[src/rtl/alu_pkg.sv]
// Shared ALU definitions: operation codes and the legality check used by the
// command queue to mask results of undefined operations.
package alu_pkg;

  localparam int ALU_OP_W = 4;

  typedef enum logic [ALU_OP_W-1:0] {
    ADD = 4'd0,
    SUB = 4'd1,
    MUL = 4'd2,
    DIV = 4'd3,
    AND = 4'd4,
    OR  = 4'd5,
    NOT = 4'd6,
    SLL = 4'd7,
    SRL = 4'd8
  } alu_op_e;

  // Codes above SRL (9..15) are undefined.
  function automatic logic alu_op_legal(input logic [ALU_OP_W-1:0] op);
    return op <= SRL;
  endfunction

endpackage

[src/rtl/alu_cmd_queue_if.sv]
// Bundle of the command, ALU and result handshakes around alu_cmd_queue.
// The master side is the environment; the slave side is the queue itself.
interface alu_cmd_queue_if
  import alu_pkg::*;
#(
  parameter int N = 8
);

  logic                in_valid;
  logic                in_ready;
  logic [N-1:0]        in_a;
  logic [N-1:0]        in_b;
  logic [ALU_OP_W-1:0] in_op;

  logic [N-1:0]        alu_a;
  logic [N-1:0]        alu_b;
  logic [ALU_OP_W-1:0] alu_op;
  logic [N-1:0]        alu_result;

  logic                out_valid;
  logic                out_ready;
  logic [N-1:0]        out_result;
  logic [ALU_OP_W-1:0] out_op;
  logic                out_err;

  modport master (
    output in_valid, in_a, in_b, in_op,
    input  in_ready,
    input  alu_a, alu_b, alu_op,
    output alu_result,
    input  out_valid, out_result, out_op, out_err,
    output out_ready
  );

  modport slave (
    input  in_valid, in_a, in_b, in_op,
    output in_ready,
    output alu_a, alu_b, alu_op,
    input  alu_result,
    output out_valid, out_result, out_op, out_err,
    input  out_ready
  );

endinterface

[src/rtl/cmd_fifo.sv]
// Circular command buffer with free-running wrap pointers and an occupancy
// counter; the head entry is driven combinationally from storage.
module cmd_fifo #(
  parameter int W     = 20,
  parameter int DEPTH = 4
) (
  input  logic                     clk,
  input  logic                     rst_n,
  input  logic                     push_i,
  input  logic                     pop_i,
  input  logic [W-1:0]             wdata_i,
  output logic [W-1:0]             rdata_o,
  output logic                     full_o,
  output logic                     empty_o,
  output logic [$clog2(DEPTH):0]   count_o
);

  localparam int AW = $clog2(DEPTH);
  localparam logic [AW:0] DEPTH_C = (AW+1)'(DEPTH);

  logic [W-1:0]  mem_q [DEPTH];
  logic [AW-1:0] wr_ptr_q, wr_ptr_d;
  logic [AW-1:0] rd_ptr_q, rd_ptr_d;
  logic [AW:0]   count_q, count_d;
  logic          do_push, do_pop;

  assign full_o  = (count_q == DEPTH_C);
  assign empty_o = (count_q == '0);
  assign count_o = count_q;
  assign rdata_o = mem_q[rd_ptr_q];

  assign do_push = push_i && !full_o;
  assign do_pop  = pop_i && !empty_o;

  always_comb begin
    wr_ptr_d = wr_ptr_q;
    rd_ptr_d = rd_ptr_q;
    count_d  = count_q;
    if (do_push) wr_ptr_d = wr_ptr_q + 1'b1;
    if (do_pop)  rd_ptr_d = rd_ptr_q + 1'b1;
    case ({do_push, do_pop})
      2'b10:   count_d = count_q + 1'b1;
      2'b01:   count_d = count_q - 1'b1;
      default: count_d = count_q;
    endcase
  end

  always_ff @(posedge clk or negedge rst_n) begin
    if (!rst_n) begin
      wr_ptr_q <= '0;
      rd_ptr_q <= '0;
      count_q  <= '0;
    end else begin
      wr_ptr_q <= wr_ptr_d;
      rd_ptr_q <= rd_ptr_d;
      count_q  <= count_d;
    end
  end

  // Storage carries no reset; only the pointers define what is valid.
  always_ff @(posedge clk) begin
    if (do_push) mem_q[wr_ptr_q] <= wdata_i;
  end

endmodule

[src/rtl/alu_cmd_queue.sv]
// Command queue in front of the combinational ALU plus a result register
// behind it, giving the ALU valid/ready flow control on both sides.
module alu_cmd_queue
  import alu_pkg::*;
#(
  parameter int N     = 8,
  parameter int DEPTH = 4
) (
  input logic            clk,
  input logic            rst_n,
  alu_cmd_queue_if.slave bus
);

  localparam int W  = 2*N + ALU_OP_W;
  localparam int CW = $clog2(DEPTH) + 1;
  localparam logic [CW-1:0] DEPTH_C = CW'(DEPTH);

  logic [W-1:0]        head;
  logic [ALU_OP_W-1:0] head_op;
  logic [CW-1:0]       count;
  logic                full, empty, push, pop, head_legal;

  logic                out_valid_q,  out_valid_d;
  logic [N-1:0]        out_result_q, out_result_d;
  logic [ALU_OP_W-1:0] out_op_q,     out_op_d;
  logic                out_err_q,    out_err_d;

  // in_ready looks only at occupancy, so a pop never opens a same-cycle push.
  assign bus.in_ready = !full;
  assign push         = bus.in_valid && !full;
  assign pop          = !empty && (!out_valid_q || bus.out_ready);

  cmd_fifo #(
    .W     (W),
    .DEPTH (DEPTH)
  ) u_fifo (
    .clk     (clk),
    .rst_n   (rst_n),
    .push_i  (push),
    .pop_i   (pop),
    .wdata_i ({bus.in_op, bus.in_a, bus.in_b}),
    .rdata_o (head),
    .full_o  (full),
    .empty_o (empty),
    .count_o (count)
  );

  assign {head_op, bus.alu_a, bus.alu_b} = head;
  assign bus.alu_op = head_op;
  assign head_legal = alu_op_legal(head_op);

  always_comb begin
    out_valid_d  = out_valid_q;
    out_result_d = out_result_q;
    out_op_d     = out_op_q;
    out_err_d    = out_err_q;
    if (pop) begin
      out_valid_d  = 1'b1;
      out_result_d = head_legal ? bus.alu_result : '0;
      out_op_d     = head_op;
      out_err_d    = !head_legal;
    end else if (out_valid_q && bus.out_ready) begin
      out_valid_d  = 1'b0;
    end
  end

  always_ff @(posedge clk or negedge rst_n) begin
    if (!rst_n) begin
      out_valid_q  <= 1'b0;
      out_result_q <= '0;
      out_op_q     <= '0;
      out_err_q    <= 1'b0;
    end else begin
      out_valid_q  <= out_valid_d;
      out_result_q <= out_result_d;
      out_op_q     <= out_op_d;
      out_err_q    <= out_err_d;
    end
  end

  assign bus.out_valid  = out_valid_q;
  assign bus.out_result = out_result_q;
  assign bus.out_op     = out_op_q;
  assign bus.out_err    = out_err_q;

  a_count_bound: assert property (@(posedge clk) disable iff (!rst_n) count <= DEPTH_C);

endmodule

[src/flat_wrapper.sv]
// flat-port wrapper written by rule: the top's interface ports become plain ports
module alu_cmd_queue_flat import alu_pkg::*;
#(
  parameter int N     = 8,
  parameter int DEPTH = 4
)
  (clk, rst_n, bus_in_valid, bus_in_a, bus_in_b, bus_in_op, bus_in_ready, bus_alu_a, bus_alu_b, bus_alu_op, bus_alu_result, bus_out_valid, bus_out_result, bus_out_op, bus_out_err, bus_out_ready);
  alu_cmd_queue_if #(.N(N)) bus_i ();
  input logic clk;
  input logic rst_n;
  input wire logic [$bits(bus_i.in_valid)-1:0] bus_in_valid;
  input wire logic [$bits(bus_i.in_a)-1:0] bus_in_a;
  input wire logic [$bits(bus_i.in_b)-1:0] bus_in_b;
  input wire logic [$bits(bus_i.in_op)-1:0] bus_in_op;
  output wire logic [$bits(bus_i.in_ready)-1:0] bus_in_ready;
  output wire logic [$bits(bus_i.alu_a)-1:0] bus_alu_a;
  output wire logic [$bits(bus_i.alu_b)-1:0] bus_alu_b;
  output wire logic [$bits(bus_i.alu_op)-1:0] bus_alu_op;
  input wire logic [$bits(bus_i.alu_result)-1:0] bus_alu_result;
  output wire logic [$bits(bus_i.out_valid)-1:0] bus_out_valid;
  output wire logic [$bits(bus_i.out_result)-1:0] bus_out_result;
  output wire logic [$bits(bus_i.out_op)-1:0] bus_out_op;
  output wire logic [$bits(bus_i.out_err)-1:0] bus_out_err;
  input wire logic [$bits(bus_i.out_ready)-1:0] bus_out_ready;
  assign bus_i.in_valid = bus_in_valid;
  assign bus_i.in_a = bus_in_a;
  assign bus_i.in_b = bus_in_b;
  assign bus_i.in_op = bus_in_op;
  assign bus_in_ready = bus_i.in_ready;
  assign bus_alu_a = bus_i.alu_a;
  assign bus_alu_b = bus_i.alu_b;
  assign bus_alu_op = bus_i.alu_op;
  assign bus_i.alu_result = bus_alu_result;
  assign bus_out_valid = bus_i.out_valid;
  assign bus_out_result = bus_i.out_result;
  assign bus_out_op = bus_i.out_op;
  assign bus_out_err = bus_i.out_err;
  assign bus_i.out_ready = bus_out_ready;
  alu_cmd_queue #(.N(N), .DEPTH(DEPTH)) u_core (.clk(clk), .rst_n(rst_n), .bus(bus_i));
endmodule
[config.mk]
export PLATFORM = sky130hd
export DESIGN_NAME = alu_cmd_queue_flat
export DESIGN_NICKNAME = d
export VERILOG_FILES = /design/src/rtl/alu_pkg.sv /design/src/rtl/alu_cmd_queue_if.sv /design/src/rtl/cmd_fifo.sv /design/src/rtl/alu_cmd_queue.sv /design/src/flat_wrapper.sv
export SDC_FILE = /design/constraint.sdc
export NUM_CORES = 1
export LEC_CHECK = 0
export ABC_CLOCK_PERIOD_IN_PS = 3130
export BUFFER_PORTS_ARGS = -buffer_cell sky130_fd_sc_hd__buf_2
export CAP_MARGIN = 20
export CORE_ASPECT_RATIO = 1.75
export CORE_MARGIN = 2
export CORE_UTILIZATION = 55
export DETAILED_ROUTE_END_ITERATION = 12
export PLACE_DENSITY = 0.77
export SLEW_MARGIN = 10
export SYNTH_ARGS = -nofsm -noshare
export SYNTH_HDL_FRONTEND = slang
export SYNTH_SLANG_ARGS = --single-unit
export TNS_END_PERCENT = 10
[constraint.sdc]
create_clock -name clk -period 3.13 [get_ports clk]
set_input_delay 0 -clock clk [delete_from_list [all_inputs] [get_ports clk]]
set_output_delay 0 -clock clk [all_outputs]
set_load 0.1 [all_outputs]
Yosys cells after proc, flatten, opt, wreduce, memory -nomap -nowiden:

Memory sizes are Yosys's and may differ from the RTL's.
Index checks and enable logic that the tools add are counted.

* add/subtract/negate cells: 4
* $lt $le $gt $ge: 1
* eq/ne operators: 3
* muxes and demuxes: 6
* reduce and logical (&&, ||, !) cells: 13

Operators with widths (number)
* $mux 8: 1
* $pmux 3 s2: 1
* $logic_and 1x1->1: 5
* $add 2x1->2 const B: 2
* $le 4x4->1 const B: 1
* $logic_not 1->1: 4
* $mux 1: 4
* $reduce_bool 2->1: 2
* $add 3x1->3 const B: 1
* $eq 3x3->1 const B: 1
* $logic_not 3->1: 1
* $sub 3x1->3 const B: 1
* $eq 2x1->1 const B: 1
* $eq 2x2->1 const B: 1
* $logic_or 1x1->1: 1

* bits in registers: 21
* bits in writable memories: 80
* input bits: 32
* output and inout port bits: 35
* logic and storage cells: 35
* memories kept: 1

Memory list
* u_core.u_fifo.mem_q: words 4, bits a word 20, read ports 1, clocked after memory_dff 0, wr ports 1, line cmd_fifo.sv:21 `logic [W-1:0] mem_q [DEPTH];`

Logic depth before layout (Yosys ltp):

Gate-level depths: netlist of run 1.

* depth in word-level cells: 6
* depth in mapped cells: 8
* mapped depth without buffers: 8

By module:

A second synthesis of run 1 with hierarchy kept.

* cell total of the unflattened synthesis: 195
* area total of the unflattened synthesis: 3933.8 um^2

By module, submodules not included
* cmd_fifo: instances 1, cells each 141, area an instance 3331.9 um^2, sequential area each 2577.5 um^2
* alu_cmd_queue: instances 1, cells each 54, area an instance 601.8 um^2, sequential area each 350.3 um^2

Worst setup path before layout of run 1:

No wires, ideal clock.

* path kind: reg2reg
* start point: reg u_core.u_fifo.count_q[0] (netlist: u_core.u_fifo.count_o[0])
* end point: reg u_core.u_fifo.count_q[1] (netlist: u_core.u_fifo.count_o[1])
* library setup time: 0.125 ns
* data arrival time: 2.496 ns
* data required time: 3.005 ns
* setup slack: 0.509 ns
* stages on the path, launching flop included: 7
* path buffers: 0
* period minus slack after synthesis: 2.621 ns
* cells stage by stage: dfrtp_1 or3b_1 and2_1 inv_1 ha_1 fa_1 mux2_2

* cells in the longest elaborated chain, start to end: 6
* elaborated cells between the ends (all ways): 14
* classes of those cells: 2 x add/sub; 3 x eq/ne; 1 x mux; 8 x reduce/logical

Ends and longest elaborated chain
* from (decl): line cmd_fifo.sv:24 `logic [AW:0] count_q, count_d;`
* from (signal assigned): line cmd_fifo.sv:56 `count_q <= count_d;`
* $eq 3x3->1 (*): line cmd_fifo.sv:27 `assign full_o = (count_q == DEPTH_C);`
* $logic_not 1->1 (*)
* via bus_in_ready: line flat_wrapper.sv:15 `output wire logic [$bits(bus_i.in_ready)-1:0] bus_in_ready;`
* $logic_and 1x1->1: line alu_cmd_queue.sv:30 `assign push = bus.in_valid && !full;`
* $logic_and 1x1->1 (*): line cmd_fifo.sv:32 `assign do_push = push_i && !full_o;`
* $eq 2x1->1 or $eq 2x2->1 (tied branches): line cmd_fifo.sv:41 `case ({do_push, do_pop})`
* $pmux 3 s2 (*): line cmd_fifo.sv:41
* via u_core.u_fifo.count_d[1]: line cmd_fifo.sv:24

The timed path passes the listed nets; every way through them passes the cells marked *.
A chain may end at the register's enable or synchronous reset.

Final worst setup path of run 1:

* start point: reg u_core.u_fifo.count_q[0] (netlist: u_core.u_fifo.count_o[0])
* end point: reg u_core.u_fifo.count_q[2] (netlist: u_core.u_fifo.count_o[2])

* cells in the longest elaborated chain, start to end: 6
* elaborated cells between the ends (all ways): 14
* classes of those cells: 2 x add/sub; 3 x eq/ne; 1 x mux; 8 x reduce/logical

Ends and longest elaborated chain (line)
* $eq 3x3->1 or $logic_not 3->1 (tied branches): cmd_fifo.sv:27, cmd_fifo.sv:28
* $logic_not 1->1 (on tied branches)
* $logic_and 1x1->1 (on tied branches): alu_cmd_queue.sv:30, alu_cmd_queue.sv:31
* $logic_and 1x1->1 (on tied branches): cmd_fifo.sv:32, cmd_fifo.sv:33
* $eq 2x1->1 or $eq 2x2->1 (tied branches): cmd_fifo.sv:41
* $pmux 3 s2 or $reduce_bool 2->1 (tied branches)

Parallel ways exist; a longest one is shown, timed or not.

==> results.cfg, run 1 <==
[outcome]
outcome = completed

[yosys]
synthDistinctLibCells = 25
synth_top_area_share_pct = 62.5
synth_nets = 218
yosys.area.top_type = edfxtp_1
yosys_warnings = 0
syn_inst = 180
syn-cell-area_um2 = 3840
ys_ff_latch = 101
synthTopCellsByArea = edfxtp_1, dfrtp_1, mux4_2
yosysSeqAreaShare_pct = 76.2
synth.avg_cell_area_um2 = 21.4

[timing]
setup-violations-final = 0
period_needed_ns = 2.60
report.final.slew_viol_count = 0
tns_ns = 0
max_freq_mhz = 384
fin_crit_sh_pct = 83.2
clock-skew-final_ns = 0.00789
hold_violations = 0
slew_headroom_pct = 30.4
rsz0062_at_grt = false
worst_pin_slew_ns = 1.04

[clock_tree]
cts_sinks = 101
ctsResizeCount = 0
cts-root-buf = clkbuf_16
cts.clk_slew.worst_paths_ns = 0.06
post_cts_buffers = 0
cts-htree-levels = 3
cts_made_buffers = 9
clk_latency_ns = 0.34
hold_buffers = 29
clockBufferDepth = 2
cts_tree = built

[critical_path]
setup.worst_path.start_class = register
r2r_cells = 8
critical_path.top_delay_family = simple AND/OR/NAND/NOR gates
cp_slowest_cell = or3_1
crit_buf_inv = 1
slowest_delay_ns = 0.51
critical_path_required_ns = 3.39
path_depth = 8
critPathCaptureType = register
cp_cell_sequence = or3_1 -> nand2_1 -> inv_2 -> ha_1 -> fa_1 -> xnor2_1 -> nor2_1 -> xor2_1
arrival_ns = 2.87
criticalPathCategory = register to register
cp_max_fo = 11

[floorplan]
die_w_um = 67.2
die-area_um2 = 7700
die_y_um = 115
initial_core_util_pct = 56.5
core_um2 = 6810
io_pins = 67
rows = 40

[grt]
grt_max_degree = 22
gr-total-overflow = 0
antenna_found_initial = 0
grt_pass1_vias = 2151
grt_pass1_wl_um = 11000
grt_use_total_pct = 20.7

[job]
max_cap_violations = 0

[cells_and_area]
drive_gt1_share_pct = 38.5
finalInstanceArea_um2 = 4910
post-route-util_pct = 72.1
final_cells = 372
antenna_cells = 0
fin_nets = 321
fillers = 441
area_growth_pct = 27.7

[drt]
drtPass1Iterations = 4
wl_per_cell_um = 18.6
drt_iter0_drc = 118
via_per_inst = 5.42
drc = 0
drt_wl_total_um = 6900
num_vias = 2015
postRouteAntennaNets = 0

[place]
dp.cells = 326
portBuffers = 66
gp_routability_congestion = 0.766
dp_hpwl_um = 4300
detailed_place.area_um2 = 4260

[min_path]
hold_depth = 3
hp-class = primary input to register
## state kept, by name, summed over array words and instances (netlist names)
register	cells
u_core.u_fifo.mem_q	80
u_core.bus.out_result	8
u_core.bus.out_op	4
u_core.u_fifo.count_o	3
u_core.u_fifo.rd_ptr_q	2
u_core.u_fifo.wr_ptr_q	2
u_core.bus.out_err	1
u_core.bus.out_valid	1
## Yosys cell counts
master / instances
or3b_1: 1
nand2b_1: 2
mux2_4: 1
nand2_1: 1
mux4_2: 20
buf_6: 2
mux2_2: 6
edfxtp_1: 80
and2_1: 1
o31a_1: 1
o2bb2ai_1: 8
nand3_1: 9
inv_2: 1
ha_1: 5
buf_2: 1
nor2_1: 1
xnor2_1: 5
or3_1: 1
fa_1: 1
inv_1: 3
buf_1: 2
dfrtp_1: 21
clkbuf_1: 2
xor2_1: 1
and3_1: 4
## area by class of cell
class	instances	area, um^2	share of cell area (%)
clock inverters	5	98.8	2.01
repair buffers	99	671	13.7
multi-input cells	68	858	17.5
flip-flops and latches	101	2930	59.6
clock buffers	11	233	4.74
inverters	4	15.0	0.306
well taps	84	105	2.14
## path summary, 6_finish.rpt
path / from / to / slack [ns]
setup reg to reg: u_core.u_fifo.count_o[0] / u_core.u_fifo.count_o[2] / 0.53
hold reg to reg: u_core.bus.out_result[1] / u_core.bus.out_result[1] / 0.49
setup / recovery: u_core.u_fifo.count_o[0] / u_core.u_fifo.count_o[2] / 0.53
min in group asynchronous: rst_n / u_core.bus.out_op[0] / 0.14
max in group asynchronous: rst_n / u_core.bus.out_result[2] / 2.67
hold / removal: bus_in_valid / u_core.u_fifo.wr_ptr_q[0] / 0.06
## worst min-delay path: stages
cell	delay [ns]
buf_2	0.11
and2_1	0.18
xnor2_1	0.07
## layout by cell type, fill, tap and decap left out, drive strengths merged
| cell | Yosys | routed |
|---|---|---|
| and3 | 4 | 4 |
| buf | 5 | 70 |
| dfrtp | 21 | 21 |
| nor2 | 1 | 1 |
| o2bb2ai | 8 | 8 |
| fa | 1 | 1 |
| xnor2 | 5 | 5 |
| bufinv | 0 | 3 |
| nand2 | 1 | 1 |
| clkbuf | 2 | 11 |
| edfxtp | 80 | 80 |
| and2 | 1 | 1 |
| or3b | 1 | 1 |
| clkinv | 0 | 2 |
| o31a | 1 | 1 |
| dlygate4sd3 | 0 | 29 |
| inv | 4 | 4 |
| or3 | 1 | 1 |
| ha | 5 | 5 |
| nand3 | 9 | 9 |
| mux2 | 7 | 7 |
| mux4 | 20 | 20 |
| xor2 | 1 | 1 |
| nand2b | 2 | 2 |
## kinds of logic (layout without fill, tap and decap cells)
family                     after synthesis  count (layout)  share of synthesized area, %
buffers and inverters                   11             119                          1.50
muxes                                   27              27                          13.9
DFF                                    101             101                          76.2
xor gates and xnor gates                 6               6                          1.37
and+or+nand+nor                         20              20                          2.90
AOI/OAI and AO/OA                        9               9                          2.05
adders and majority gates                6               6                          2.15
## routing by layer
layer / routed length (um) / vias up / GRT usage, %
met5: 0 / - / 0
met4: 169 / 0 / 11.0
met3: 329 / 10 / 4.33
met2: 3760 / 64 / 34.3
met1: 2650 / 1014 / 24.8
li1: - / 927 / -
## through the flow
| stage | setup WS, ns | hold slack, ns |
|---|---|---|
| final | 0.525 | 0.0610 |
| after floorplan | 0.509 | -0.296 |
| after global placement | 0.643 | -0.0230 |
| after detailed placement | 0.580 | -0.0184 |
| after CTS | 0.502 | 0.0506 |
| after global routing | 0.235 | 0.0976 |
Power of run 1 is not shown: default switching activity piles up to over one toggle a cycle in this logic, so the estimate is an artifact.
==> run 2, diff against run 1 <==
- ABC_CLOCK_PERIOD_IN_PS: 3130 -> 2100
- CORE_UTILIZATION: 55 -> 50
- PLACE_DENSITY: 0.77 -> 0.73
- clock period: 3.13 -> 2.1 ns (I/O delays scaled with it)
==> run 2 against run 1 <==
Effect of this change:
- clock skew decreased by 0.0027 ns
- die area increased by 9.5%
- flip-flop and latch count unchanged
- non-clock buffer count increased by 11
- cell area increased by 0.76%
- global-route usage decreased by 3.1 points
- utilization decreased by 6.3 points
==> results.cfg, run 2 (synthesized netlist as in run 1, its figures left out) <==
[clock_tree]
cts_tree = built
cts-root-buf = clkbuf_16
cts-htree-levels = 3
cts_made_buffers = 9
cts.clk_slew.worst_paths_ns = 0.06
cts_sinks = 101
clk_latency_ns = 0.34
clockBufferDepth = 2

[place]
gp_routability_congestion = 0.878
pre_cts_ws_ns = 0.0496
portBuffers = 66
dp_hpwl_um = 4520

[timing]
fin_crit_sh_pct = 96.8
clock-skew-final_ns = 0.00515
rsz0062_at_grt = false
worst_pin_slew_ns = 0.499
setup_slack_ns = 0.0677
slew_headroom_pct = 67.0
hold_violations = 0
max_freq_mhz = 492
setup-violations-final = 0
report.final.slew_viol_count = 0
period_needed_ns = 2.03
tns_ns = 0

[floorplan]
die-area_um2 = 8430
initial_core_util_pct = 51.1
die_y_um = 120
die_w_um = 70.3
core_um2 = 7510
io_pins = 67
rows = 42

[critical_path]
endpoint = u_core.u_fifo.count_o[1]
criticalPathCategory = register to register
rr_endpoint = u_core.u_fifo.count_o[1]
cp_max_fo = 6
r2r_start = u_core.u_fifo.count_o[1]
crit_start = u_core.u_fifo.count_o[1]
critPathCaptureType = register
regToRegSetupSlack_ns = 0.07
cp_cell_sequence = or3b_4 -> and2_4 -> inv_2 -> ha_4 -> fa_2 -> mux2_4
arrival_ns = 2.25
slowest_delay_ns = 0.44
setup.worst_path.start_class = register
critical_path_required_ns = 2.32
r2r_cells = 6
cp_slowest_cell = or3b_4

[cells_and_area]
max_flop_register = u_core.u_fifo.mem_q
post-route-util_pct = 65.8
final_common_cell = edfxtp_1
fin_nets = 332
mostFrequentLayoutCells = edfxtp_1, buf_2, dlygate4sd3_1, mux4_2, dfrtp_1
antenna_cells = 0
largest_reg_flops = 80
drive_gt1_share_pct = 43.8
area_growth_pct = 28.7

[grt]
gr-total-overflow = 0
grt_pass1_wl_um = 10800
grt_pass1_vias = 2250
grt_use_total_pct = 17.5
grt_max_degree = 22
antenna_found_initial = 0

[drt]
drc = 0
drt_iter0_drc = 96
drt_wl_total_um = 6880
drtPass1Iterations = 6
via_per_inst = 5.36
num_vias = 2073
wl_per_cell_um = 17.8
postRouteAntennaNets = 0

[outcome]
outcome = completed

[job]
max_cap_violations = 0

[min_path]
hp-class = primary input to register
## run 2: cell count changes in the layout (fill, tap and decap cells not counted), moves of 2 or more
| cell | previous run | this run |
|---|---|---|
| buf_4 | 3 | 15 |
| bufinv_16 | 3 | 0 |
| clkbuf_1 | 2 | 0 |
| clkinv_1 | 1 | 3 |
| clkinvlp_4 | 0 | 2 |
| dfrtp_1 | 21 | 19 |
## run 2: worst max-delay path: cells and delay by family (launching register included)
family | cells | cell delay [ns]
DFF | 1 | 0.42
adders and majority gates | 2 | 0.56
and+or+nand+nor | 2 | 0.61
buffers and inverters | 1 | 0.06
muxes | 1 | 0.27
## run 2: timing repair
item | 4_1_cts | 5_1_grt
buffers inserted | 0 | 1
hold buffers | 29 | 0
setup endpoints to repair | 1 | 1
pin swaps | 0 | 2
resized for setup | 1 | 2
hold endpoints to repair | 109 | 0
## run 2: how the worst min path moves through the flow
stage / cells after the start / slack, ns / from / endpoint
floorplan: 0 / -0.30 / rst_n / u_core.bus.out_err
global placement: 1 / -0.03 / rst_n / u_core.u_fifo.count_o[1]
detailed placement: 1 / -0.02 / rst_n / u_core.bus.out_valid
CTS: 3 / 0.04 / bus_in_valid / u_core.u_fifo.wr_ptr_q[0]
global route: 3 / 0.08 / bus_in_valid / u_core.u_fifo.wr_ptr_q[0]
finish: 3 / 0.05 / bus_in_valid / u_core.u_fifo.wr_ptr_q[0]
## run 2: stage by stage
stage	instances	hold WS [ns]	area [um^2]
2_1_floorplan	180	-0.296	3870
5_1_grt	387	0.0798	4950
6_report	387	0.0484	4950
4_1_cts	386	0.0401	4930
3_5_place_dp	341	-0.0202	4370
3_3_place_gp	341	-0.0257	4370
## run 2: per-layer routing
| layer | wire length, um | GRT usage [%] |
|---|---|---|
| met1 | 2600 | 18.8 |
| met2 | 3770 | 31.4 |
| met3 | 279 | 3.19 |
| met4 | 225 | 10.6 |
| met5 | 0 | 0 |
## run 2: area by class of cell
cell class,instances,area [um^2]
Multi-Input combinational cell,68,890
Clock inverter,7,40.0
Timing Repair Buffer,110,733
Inverter,4,15.0
Clock buffer,9,225
Fill cell,519,2570
Sequential cell,101,2930
Tap cell,88,110
Power of run 2 is left out for the same reason.
